### src/rtl/systolic_skew_feeder.sv
// systolic_skew_feeder: collects one SIZE x SIZE operand pair (A as columns,
// B as rows), resets the systolic array for one cycle, then replays the pair
// as diagonally skewed wavefronts and drains zeros until the array reports done.
module systolic_skew_feeder #(
    parameter int SIZE       = 8,
    parameter int DATA_WIDTH = 8,
    parameter int DRAIN_MAX  = 64
) (
    input  logic                         clk,
    input  logic                         rst,
    input  logic                         in_valid,
    output logic                         in_ready,
    input  logic [SIZE*DATA_WIDTH-1:0]   in_a_col,
    input  logic [SIZE*DATA_WIDTH-1:0]   in_b_row,
    output logic                         sa_rst,
    output logic [SIZE*DATA_WIDTH-1:0]   sa_a,
    output logic [SIZE*DATA_WIDTH-1:0]   sa_b,
    input  logic                         sa_done,
    output logic                         busy,
    output logic                         frame_done,
    output logic                         timeout,
    output logic [1:0]                   dbg_state
);

    localparam int VW      = SIZE * DATA_WIDTH;
    localparam int BEAT_W  = $clog2(SIZE) + 1;
    localparam int SLICE_W = $clog2(2 * SIZE) + 1;
    localparam int DRAIN_W = $clog2(DRAIN_MAX) + 1;

    typedef enum logic [1:0] {
        ST_LOAD   = 2'd0,
        ST_CLR    = 2'd1,
        ST_STREAM = 2'd2,
        ST_DRAIN  = 2'd3
    } state_t;

    state_t               state_q, state_d;
    logic [BEAT_W-1:0]    beat_q, beat_d;
    logic [SLICE_W-1:0]   slice_q, slice_d;
    logic [DRAIN_W-1:0]   drain_q, drain_d;
    logic [VW-1:0]        sa_a_q, sa_a_d;
    logic [VW-1:0]        sa_b_q, sa_b_d;
    logic                 sa_rst_q, sa_rst_d;
    logic                 frame_done_q, frame_done_d;
    logic                 timeout_q, timeout_d;

    // a_col_q[k] holds column k of A, b_row_q[k] holds row k of B.
    logic [VW-1:0]        a_col_q [SIZE];
    logic [VW-1:0]        a_col_d [SIZE];
    logic [VW-1:0]        b_row_q [SIZE];
    logic [VW-1:0]        b_row_d [SIZE];

    logic [VW-1:0]        slice_a;
    logic [VW-1:0]        slice_b;
    int                   slice_t;
    logic                 accept;

    // Handshake: a beat transfers on a rising edge where in_valid and in_ready
    // are both high; in_ready depends only on state and reset, never on in_valid,
    // and data on the inputs is ignored whenever in_ready is low.
    assign in_ready = rst && (state_q == ST_LOAD);
    assign accept   = in_valid && in_ready;

    // Skewed slice t: lane i of A takes A[i][t-i], lane j of B takes B[t-j][j].
    // In CLR the slice index is forced to 0 so slice 0 is ready for the entry edge.
    always_comb begin
        slice_a = '0;
        slice_b = '0;
        slice_t = (state_q == ST_STREAM) ? int'(slice_q) : 0;
        for (int i = 0; i < SIZE; i++) begin
            for (int k = 0; k < SIZE; k++) begin
                if (slice_t == i + k) begin
                    slice_a[i*DATA_WIDTH +: DATA_WIDTH] = a_col_q[k][i*DATA_WIDTH +: DATA_WIDTH];
                    slice_b[i*DATA_WIDTH +: DATA_WIDTH] = b_row_q[k][i*DATA_WIDTH +: DATA_WIDTH];
                end
            end
        end
    end

    // Operand buffer capture: accepted beat k lands in column/row slot k.
    always_comb begin
        for (int k = 0; k < SIZE; k++) begin
            a_col_d[k] = a_col_q[k];
            b_row_d[k] = b_row_q[k];
            if (accept && (beat_q == BEAT_W'(k))) begin
                a_col_d[k] = in_a_col;
                b_row_d[k] = in_b_row;
            end
        end
    end

    // Operand buffer storage; contents are meaningless until a frame is loaded.
    always_ff @(posedge clk) begin
        for (int k = 0; k < SIZE; k++) begin
            a_col_q[k] <= a_col_d[k];
            b_row_q[k] <= b_row_d[k];
        end
    end

    // Next-state logic: frame sequencing, counters and registered outputs.
    always_comb begin
        state_d      = state_q;
        beat_d       = beat_q;
        slice_d      = slice_q;
        drain_d      = drain_q;
        sa_a_d       = '0;
        sa_b_d       = '0;
        frame_done_d = 1'b0;
        timeout_d    = 1'b0;
        case (state_q)
            ST_LOAD: begin
                if (accept) begin
                    if (beat_q == BEAT_W'(SIZE - 1)) begin
                        beat_d  = '0;
                        state_d = ST_CLR;
                    end else begin
                        beat_d = beat_q + BEAT_W'(1);
                    end
                end
            end
            ST_CLR: begin
                // Slice 0 goes out on the same edge that releases the array reset.
                state_d = ST_STREAM;
                sa_a_d  = slice_a;
                sa_b_d  = slice_b;
                slice_d = SLICE_W'(1);
            end
            ST_STREAM: begin
                if (slice_q == SLICE_W'(2 * SIZE - 1)) begin
                    state_d = ST_DRAIN;
                    slice_d = '0;
                    drain_d = '0;
                end else begin
                    sa_a_d  = slice_a;
                    sa_b_d  = slice_b;
                    slice_d = slice_q + SLICE_W'(1);
                end
            end
            ST_DRAIN: begin
                // sa_done is checked first so it wins over a coinciding expiry.
                if (sa_done) begin
                    frame_done_d = 1'b1;
                    state_d      = ST_LOAD;
                    drain_d      = '0;
                end else if (drain_q == DRAIN_W'(DRAIN_MAX - 1)) begin
                    timeout_d = 1'b1;
                    state_d   = ST_LOAD;
                    drain_d   = '0;
                end else begin
                    drain_d = drain_q + DRAIN_W'(1);
                end
            end
            default: begin
                state_d = ST_LOAD;
            end
        endcase
        sa_rst_d = (state_d != ST_CLR);
    end

    // State and output registers with asynchronous active-low reset.
    always_ff @(posedge clk or negedge rst) begin
        if (!rst) begin
            state_q      <= ST_LOAD;
            beat_q       <= '0;
            slice_q      <= '0;
            drain_q      <= '0;
            sa_a_q       <= '0;
            sa_b_q       <= '0;
            sa_rst_q     <= 1'b0;
            frame_done_q <= 1'b0;
            timeout_q    <= 1'b0;
        end else begin
            state_q      <= state_d;
            beat_q       <= beat_d;
            slice_q      <= slice_d;
            drain_q      <= drain_d;
            sa_a_q       <= sa_a_d;
            sa_b_q       <= sa_b_d;
            sa_rst_q     <= sa_rst_d;
            frame_done_q <= frame_done_d;
            timeout_q    <= timeout_d;
        end
    end

    assign sa_a       = sa_a_q;
    assign sa_b       = sa_b_q;
    assign sa_rst     = sa_rst_q;
    assign frame_done = frame_done_q;
    assign timeout    = timeout_q;
    assign busy       = (state_q != ST_LOAD);
    assign dbg_state  = state_q;

endmodule
### config.mk
export PLATFORM = sky130hd
export DESIGN_NAME = systolic_skew_feeder
export DESIGN_NICKNAME = d
export VERILOG_FILES = /design/src/rtl/systolic_skew_feeder.sv
export SDC_FILE = /design/constraint.sdc
export NUM_CORES = 1
export LEC_CHECK = 0
export ABC_AREA = 1
export BUFFER_PORTS_ARGS = -buffer_cell sky130_fd_sc_hd__buf_2
export CORE_MARGIN = 2
export CORE_UTILIZATION = 55
export CTS_CLUSTER_DIAMETER = 150
export DETAILED_ROUTE_END_ITERATION = 8
export PLACE_DENSITY = 0.73
export SYNTH_ARGS = -nofsm -noshare
export SYNTH_HDL_FRONTEND = slang
export SYNTH_SLANG_ARGS = --single-unit
### constraint.sdc
create_clock -name clk -period 11.15 [get_ports clk]
set_input_delay 1.6725 -clock clk [delete_from_list [all_inputs] [get_ports clk]]
set_output_delay 1.6725 -clock clk [all_outputs]
set_load 0.02 [all_outputs]
==> results of run 1 <==
==> power groups by stage <==
stage               sequential [mW]  combinational (mW)  clock [mW]
detailed placement             4.99               0.891           0
CTS                            4.90               0.896        3.72
floorplan                      5.05               0.483           0
finish                         4.90               0.892        3.68
global placement               4.99               0.872           0
global route                   4.91               0.998        3.90
==> path summary, 6_finish.rpt <==
path,startpoint,endpoint,slack (ns),cells past startpoint
setup / recovery,dbg_state[0],sa_a[42],6.62,14
hold / removal,drain_q[6],timeout,0.47,1
setup reg to reg,dbg_state[0],sa_a[42],6.62,14
hold reg to reg,drain_q[6],timeout,0.47,1
max in group asynchronous,rst,sa_b[34],8.94,2
min in group asynchronous,rst,sa_a[47],0.97,1
==> placed cells by master, fill, tap and decap left out, drive strengths merged, types with 4 or more instances in the layout <==
| cell type | n |
|---|---|
| a21oi | 112 |
| buf | 304 |
| clkbuf | 169 |
| clkinv | 36 |
| dfrtp | 149 |
| diode | 6 |
| edfxtp | 1024 |
| ha | 12 |
| inv | 315 |
| nand2 | 918 |
| nand3 | 244 |
| nand4 | 74 |
| nor2 | 323 |
| nor3 | 12 |
| o211ai | 12 |
| o21ai | 112 |
| o21bai | 10 |
| or2 | 79 |
| xor2 | 4 |
==> worst reg2reg max path, cell delays in order, from the launching register on <==
cell	delay (ns)
dfrtp_1	0.41
inv_1	0.15
ha_1	0.47
nand2_1	0.27
nor2_4	0.12
buf_4	0.48
nand2_2	0.48
clkinv_2	0.84
buf_4	0.68
nand2_1	0.11
nand2_1	0.08
o21ai_0	0.10
nand4_1	0.09
nand2_1	0.11
inv_1	0.08
==> cell type report <==
type                            instances  area (um^2)
Timing Repair Buffer                  304         1648
Antenna cell                            6        15.01
Clock inverter                         44        345.3
Fill cell                            5906        29750
Clock buffer                          169         3241
Sequential cell                      1173        34480
Multi-Input combinational cell       1918         8561
Tap cell                             1060         1326
Inverter                              313         1181
==> metal layers <==
layer  wire (um)  vias to the layer above
met1       39990                    13200
met2       51290                      966
met5         109                        -
met3        7726                      175
met4        2156                       18
li1            -                    12610
==> through the flow <==
step                      std cells  hold WS (ns)
after CTS                      4981        0.4646
final                          4987        0.4685
after floorplan                3554        0.4275
after global routing           4983        0.4847
after global placement         4768        0.4494
after detailed placement       4768        0.4561
==> logic make-up after synthesis <==
kind of cell	count (synthesis)	share of synthesized area
xor+xnor	4	0.0007820
compound gates	252	0.02969
fa+ha+maj	12	0.003352
simple gates	1650	0.1551
buf+inv	463	0.04142
flops	1173	0.7697
==> registers in the layout (all words and copies together), names as in the netlist <==
signal,flops
sa_b,64
dbg_state,2
slice_q,5
timeout,1
beat_q,4
frame_done,1
b_row_q,512
sa_rst,1
drain_q,7
a_col_q,512
sa_a,64
==> results_dict.tcl, run 1 <==
set metrics [dict create \
    yosys_most_used_dff "edfxtp_1" \
    use_met2 0.4224 \
    cts_tree "yes" \
    cts-resized-gates 0 \
    hold_path_class "reg2reg" \
    area_growth_pct 13.39 \
    crit_required_ns 11.77 \
    clock_sinks 1173 \
    drtIter0Drc 2367 \
    slowest_stage "clkinv_2" \
    combPwrFrac 0.094 \
    drv_slew 0 \
    p_sw_mw 2.296 \
    yosysUniqueCellTypes 31 \
    start_kind "flop" \
    cts_setup_buffers 0 \
    clk_pin_slew_ns 0.06 \
    timing.fmax_mhz 220.8 \
    cts_buffer_depth 3 \
    fp.dieH_um 289.4 \
    critPathKind "reg2reg" \
    synth_area_leaders "edfxtp_1 69%, dfrtp_1 8.3%, nand2_1 7.7%" \
    grt_pass1_vias 26820 \
    relSlewSlack 0.1552 \
    utilization 0.6306 \
    die_w_um 289.4 \
    async_reset_ff_frac 0.1270 \
    synth.net_count 3698 \
    p_leak_nw 20.11 \
    vias_per_cell 5.409 \
    ant_nets 0 \
    nets 3967 \
    cpMostUsedCell "nand2_1" \
    internal-power_mw 7.173 \
    drcViolationCount 0 \
    wl_per_cell_um 20.31 \
    busiest_layer "met2" \
    io_pins 267 \
    hold_violations 0 \
    rsz0062_at_grt "false" \
    pwr_density_cell_nw_per_um2 186.4 \
    crit_arrival_ns 5.15 \
    dieArea_um2 83740 \
    synth_commonest_cells "1024 x edfxtp_1, 915 x nand2_1, 314 x nor2_1" \
    seq_power_share 0.518 \
    syn-instance-count 3554 \
    status "completed" \
    crit_family "buffers and inverters" \
    antenna_found_initial 15 \
    fin_crit_ns 4.528 \
    synth_most_common_cell "edfxtp_1" \
    yosysTopAreaCell "edfxtp_1" \
    grt_max_degree 129 \
    use_met1 0.3138 \
    drt_wl_total_mm 101.3 \
    crit_buf_inv 5 \
    cts_buffers 113 \
    ys_ff_latch 1173 \
    vias 26980 \
    hold_buffers 0 \
    critPathCaptureType "flop" \
    rows 104 \
    cts-root-buf "clkbuf_16" \
    synth_edf_count 1024 \
    finalCritPeriodShare 0.4061 \
    crit_path_max_incr_delay_ns 0.84 \
    start_util 0.5561 \
    use_met3 0.04701 \
    place_congestion 0.7664 \
    core_um2 80550 \
    synth_top_area_frac 0.6864 \
    layout-drive-gt1-share 0.1495 \
    p_total_mw 9.469 \
    insertion_delay_ns 0.68 \
    htree_num_levels 3 \
    grt-ovfl-total 0 \
    setup_viol 0 \
    ys.warnings.count 0 \
    grt_usage 0.2429 \
    stdcell_area_um2 50800 \
    tns_ns 0 \
    fin_ws_ns 6.622 \
    hpwlAfterDp_mm 56.42 \
    grt_pass1_wl_mm 153.5 \
    port_buffers 266 \
    cap_violations 0 \
    place_area_um2 47190 \
    skew_ns 0.01586 \
    worstPathMaxFanout 51 \
    firstDrtPassIters 6 \
    clockPowerShare 0.388 \
    postSynthAreaPerCell_um2 12.60 \
    preCtsSetupSlack_ns 5.939 \
    worst_pin_slew_ns 1.267 \
    seq_area_frac_synth 0.7697 \
    synth_area_um2 44800 \
    ir_worst_vdd_uv 159.0 \
    switching_share 0.2425 \
    path_cells "inv_1, ha_1, nand2_1, nor2_4, buf_4, nand2_2, clkinv_2, buf_4, nand2_1, nand2_1, o21ai_0, nand4_1, nand2_1, inv_1" \
]
No activity file was read; power rests on OpenSTA's default activity.
==> run 2: changes to the inputs <==
ABC_AREA = 0   (was 1)
CORE_UTILIZATION = 60   (was 55)
PLACE_DENSITY = 0.76   (was 0.73)
clock period = 4.7 ns   (was 11.15 ns; I/O delays follow)
==> run 2 against run 1 <==
  * Count of clock-buffer cells in the layout decreased by 9
  * Total power increased by 140%
  * Synthesized area decreased by 5.1%
  * Synthesized cell count decreased by 32%
  * Largest power group unchanged
  * Global-route usage increased by 5.3 points
  * Non-clock buffer count increased by 30
  * Wire length increased by 7.3%
  * Die area decreased by 13%
==> results_dict.tcl, run 2 <==
set metrics [dict create \
    yosysTopAreaCell "edfxtp_1" \
    p_leak_nw 16.73 \
    hpwlAfterDp_mm 58.46 \
    grt_usage 0.2961 \
    synth_top_area_frac 0.7235 \
    pwr_density_cell_nw_per_um2 464.7 \
    layout-drive-gt1-share 0.1919 \
    critPathCaptureType "flop" \
    synth_area_leaders "edfxtp_1 72%, dfrtp_1 8.8%, a22oi_1 2.3%" \
    dieArea_um2 72980 \
    grt_pass1_vias 25630 \
    fp.dieH_um 270.1 \
    synth_most_common_cell "edfxtp_1" \
    stdcell_area_um2 48770 \
    cts-root-buf "clkbuf_16" \
    cts_buffers 110 \
    drcViolationCount 0 \
    rr_startpoint "dbg_state[0]" \
    async_reset_ff_frac 0.1270 \
    relSlewSlack 0.2251 \
    final_common_cell "edfxtp_1" \
    holdPathStages 2 \
    seq_power_share 0.537 \
    finalCritPeriodShare 0.7866 \
    vias_per_cell 6.730 \
    reg2reg_depth 8 \
    area_growth_pct 14.75 \
    p_sw_mw 5.399 \
    cts_tree "yes" \
    rsz0062_at_grt "false" \
    io_pins 267 \
    hold_path_class "in2reg" \
    multi_input_area_um2 7515 \
    nets 2855 \
    status "completed" \
    crit_start "dbg_state[0]" \
    yosysUniqueCellTypes 62 \
    seq_area_um2 34480 \
    postSynthAreaPerCell_um2 17.58 \
    start_util 0.6069 \
    hold_violations 0 \
    hold_buffers 1 \
    path_cells "inv_1, ha_1, or4b_4, nor2_4, buf_12, a222oi_1, and4_1, nor4_1" \
    synth_commonest_cells "1024 x edfxtp_1, 149 x dfrtp_1, 133 x a22oi_1" \
    yosys_most_used_dff "edfxtp_1" \
    cap_violations 0 \
    die_w_um 270.1 \
    cts_buffer_depth 3 \
    firstDrtPassIters 6 \
    combPwrFrac 0.094 \
    vias 25280 \
    crit_required_ns 5.25 \
    place_congestion 0.8158 \
    ys_ff_latch 1173 \
    clockPowerShare 0.369 \
    syn-instance-count 2417 \
    ys.warnings.count 0 \
    drv_slew 0 \
    drtIter0Drc 3349 \
    rows 97 \
    antenna_found_initial 25 \
    internal-power_mw 17.26 \
    timing.fmax_mhz 270.5 \
    holdWs_ns 0.2703 \
    top_regs "a_col_q (512), b_row_q (512)" \
    crit_path_max_incr_delay_ns 0.62 \
    synth_edf_count 1024 \
    stdcell_count 3757 \
    skew_ns 0.03226 \
    insertion_delay_ns 0.69 \
    critPathKind "reg2reg" \
    switching_share 0.2382 \
    worst_pin_slew_ns 1.154 \
    start_kind "flop" \
    place_area_um2 45330 \
    cts-resized-gates 0 \
    tns_ns 0 \
    clk_pin_slew_ns 0.06 \
    synth_area_um2 42500 \
    worstPathMaxFanout 30 \
    ir_worst_vdd_uv 348.2 \
    fin_crit_ns 3.697 \
    drt_wl_total_mm 108.7 \
    grt-ovfl-total 0 \
    core_um2 70030 \
    wl_per_cell_um 28.93 \
    min_from "sa_done" \
    dp_cells 3538 \
    fillCellCount 4289 \
    grt_max_degree 78 \
    seq_area_frac_synth 0.8113 \
    cts_setup_buffers 0 \
    grt_pass1_wl_mm 160.7 \
    synth.net_count 2561 \
    port_buffers 266 \
    ant_nets 0 \
    setup_viol 0 \
    crit_arrival_ns 4.24 \
    htree_num_levels 3 \
    final_cell_mix "1024 x edfxtp_1, 265 x buf_2, 148 x dfrtp_1, 133 x a22oi_1, 118 x nor2_1" \
    slowest_stage "ha_1" \
    clock_sinks 1173 \
]
-- run 2: cell types whose count changed after synthesis, moves of 68 or more --
cell / before / now
nor2_1: 314 / 126
a22oi_1: 1 / 133
nand2_1: 915 / 59
inv_1: 304 / 8
nand4_1: 74 / 0
a22o_1: 0 / 70
nand3_1: 244 / 26
nor4_1: 0 / 74
o22ai_1: 0 / 68
or2_2: 79 / 1
-- run 2: cell families after synthesis --
group | after synthesis | share of synthesized area
buf+inv | 160 | 0.01578
xor+xnor | 2 | 0.0004123
compound gates | 646 | 0.1127
fa+ha+maj | 12 | 0.003533
simple gates | 386 | 0.04725
mux | 38 | 0.009009
flops | 1173 | 0.8113
-- run 2: metrics by stage --
stage / util / total power, mW / worst slack (ns)
2_1_floorplan: - / 13.52 / 0.6977
3_3_place_gp: 0.6473 / 14.37 / 1.471
3_5_place_dp: 0.6473 / 14.47 / 1.241
4_1_cts: 0.6959 / 22.68 / 1.084
5_1_grt: 0.6962 / 23.30 / 0.8658
6_report: 0.6964 / 22.66 / 1.003
-- run 2: layout make-up --
class,count,area share
diodes,13,0.0006671
clock buffers,160,0.06301
clock inverters,45,0.006543
inverters,8,0.0006158
multi-input cells,1084,0.1541
flip-flops and latches,1173,0.7070
well taps,940,0.02412
repair buffers,334,0.04390
-- run 2: worst max-delay path: cells and delay by family, from the launching register on --
| family | cells | cell delay (ns) |
|---|---|---|
| adders and majority gates | 1 | 0.62 |
| buffers and inverters | 2 | 0.48 |
| AOI/OAI and AO/OA | 1 | 0.15 |
| and+or+nand+nor | 4 | 1.82 |
| DFF | 1 | 0.46 |
-- run 2: power groups by stage --
stage | Combinational, mW | Clock [mW] | Sequential (mW)
after floorplan | 1.13 | 0 | 12.4
after global placement | 2.01 | 0 | 12.4
after detailed placement | 2.09 | 0 | 12.4
after CTS | 2.11 | 8.41 | 12.2
after global routing | 2.25 | 8.84 | 12.2
final | 2.13 | 8.36 | 12.2
-- run 2: metal layers --
layer	GRT usage	vias up	wire length [um]
met3	0.06117	246	11500
met2	0.4823	1650	53890
met4	0.1203	22	3047
li1	-	10530	-
met1	0.3952	12840	40090
met5	0	-	146
-- run 2: path summary, 6_finish.rpt --
kind	slack (ns)	end
worst max-delay path	1.00	sa_a[36]
worst min-delay path	0.27	frame_done
worst max register to register	1.00	sa_a[36]
worst min register to register	0.45	timeout
max in group asynchronous	2.43	sa_a[53]
min in group asynchronous	0.47	sa_b[61]
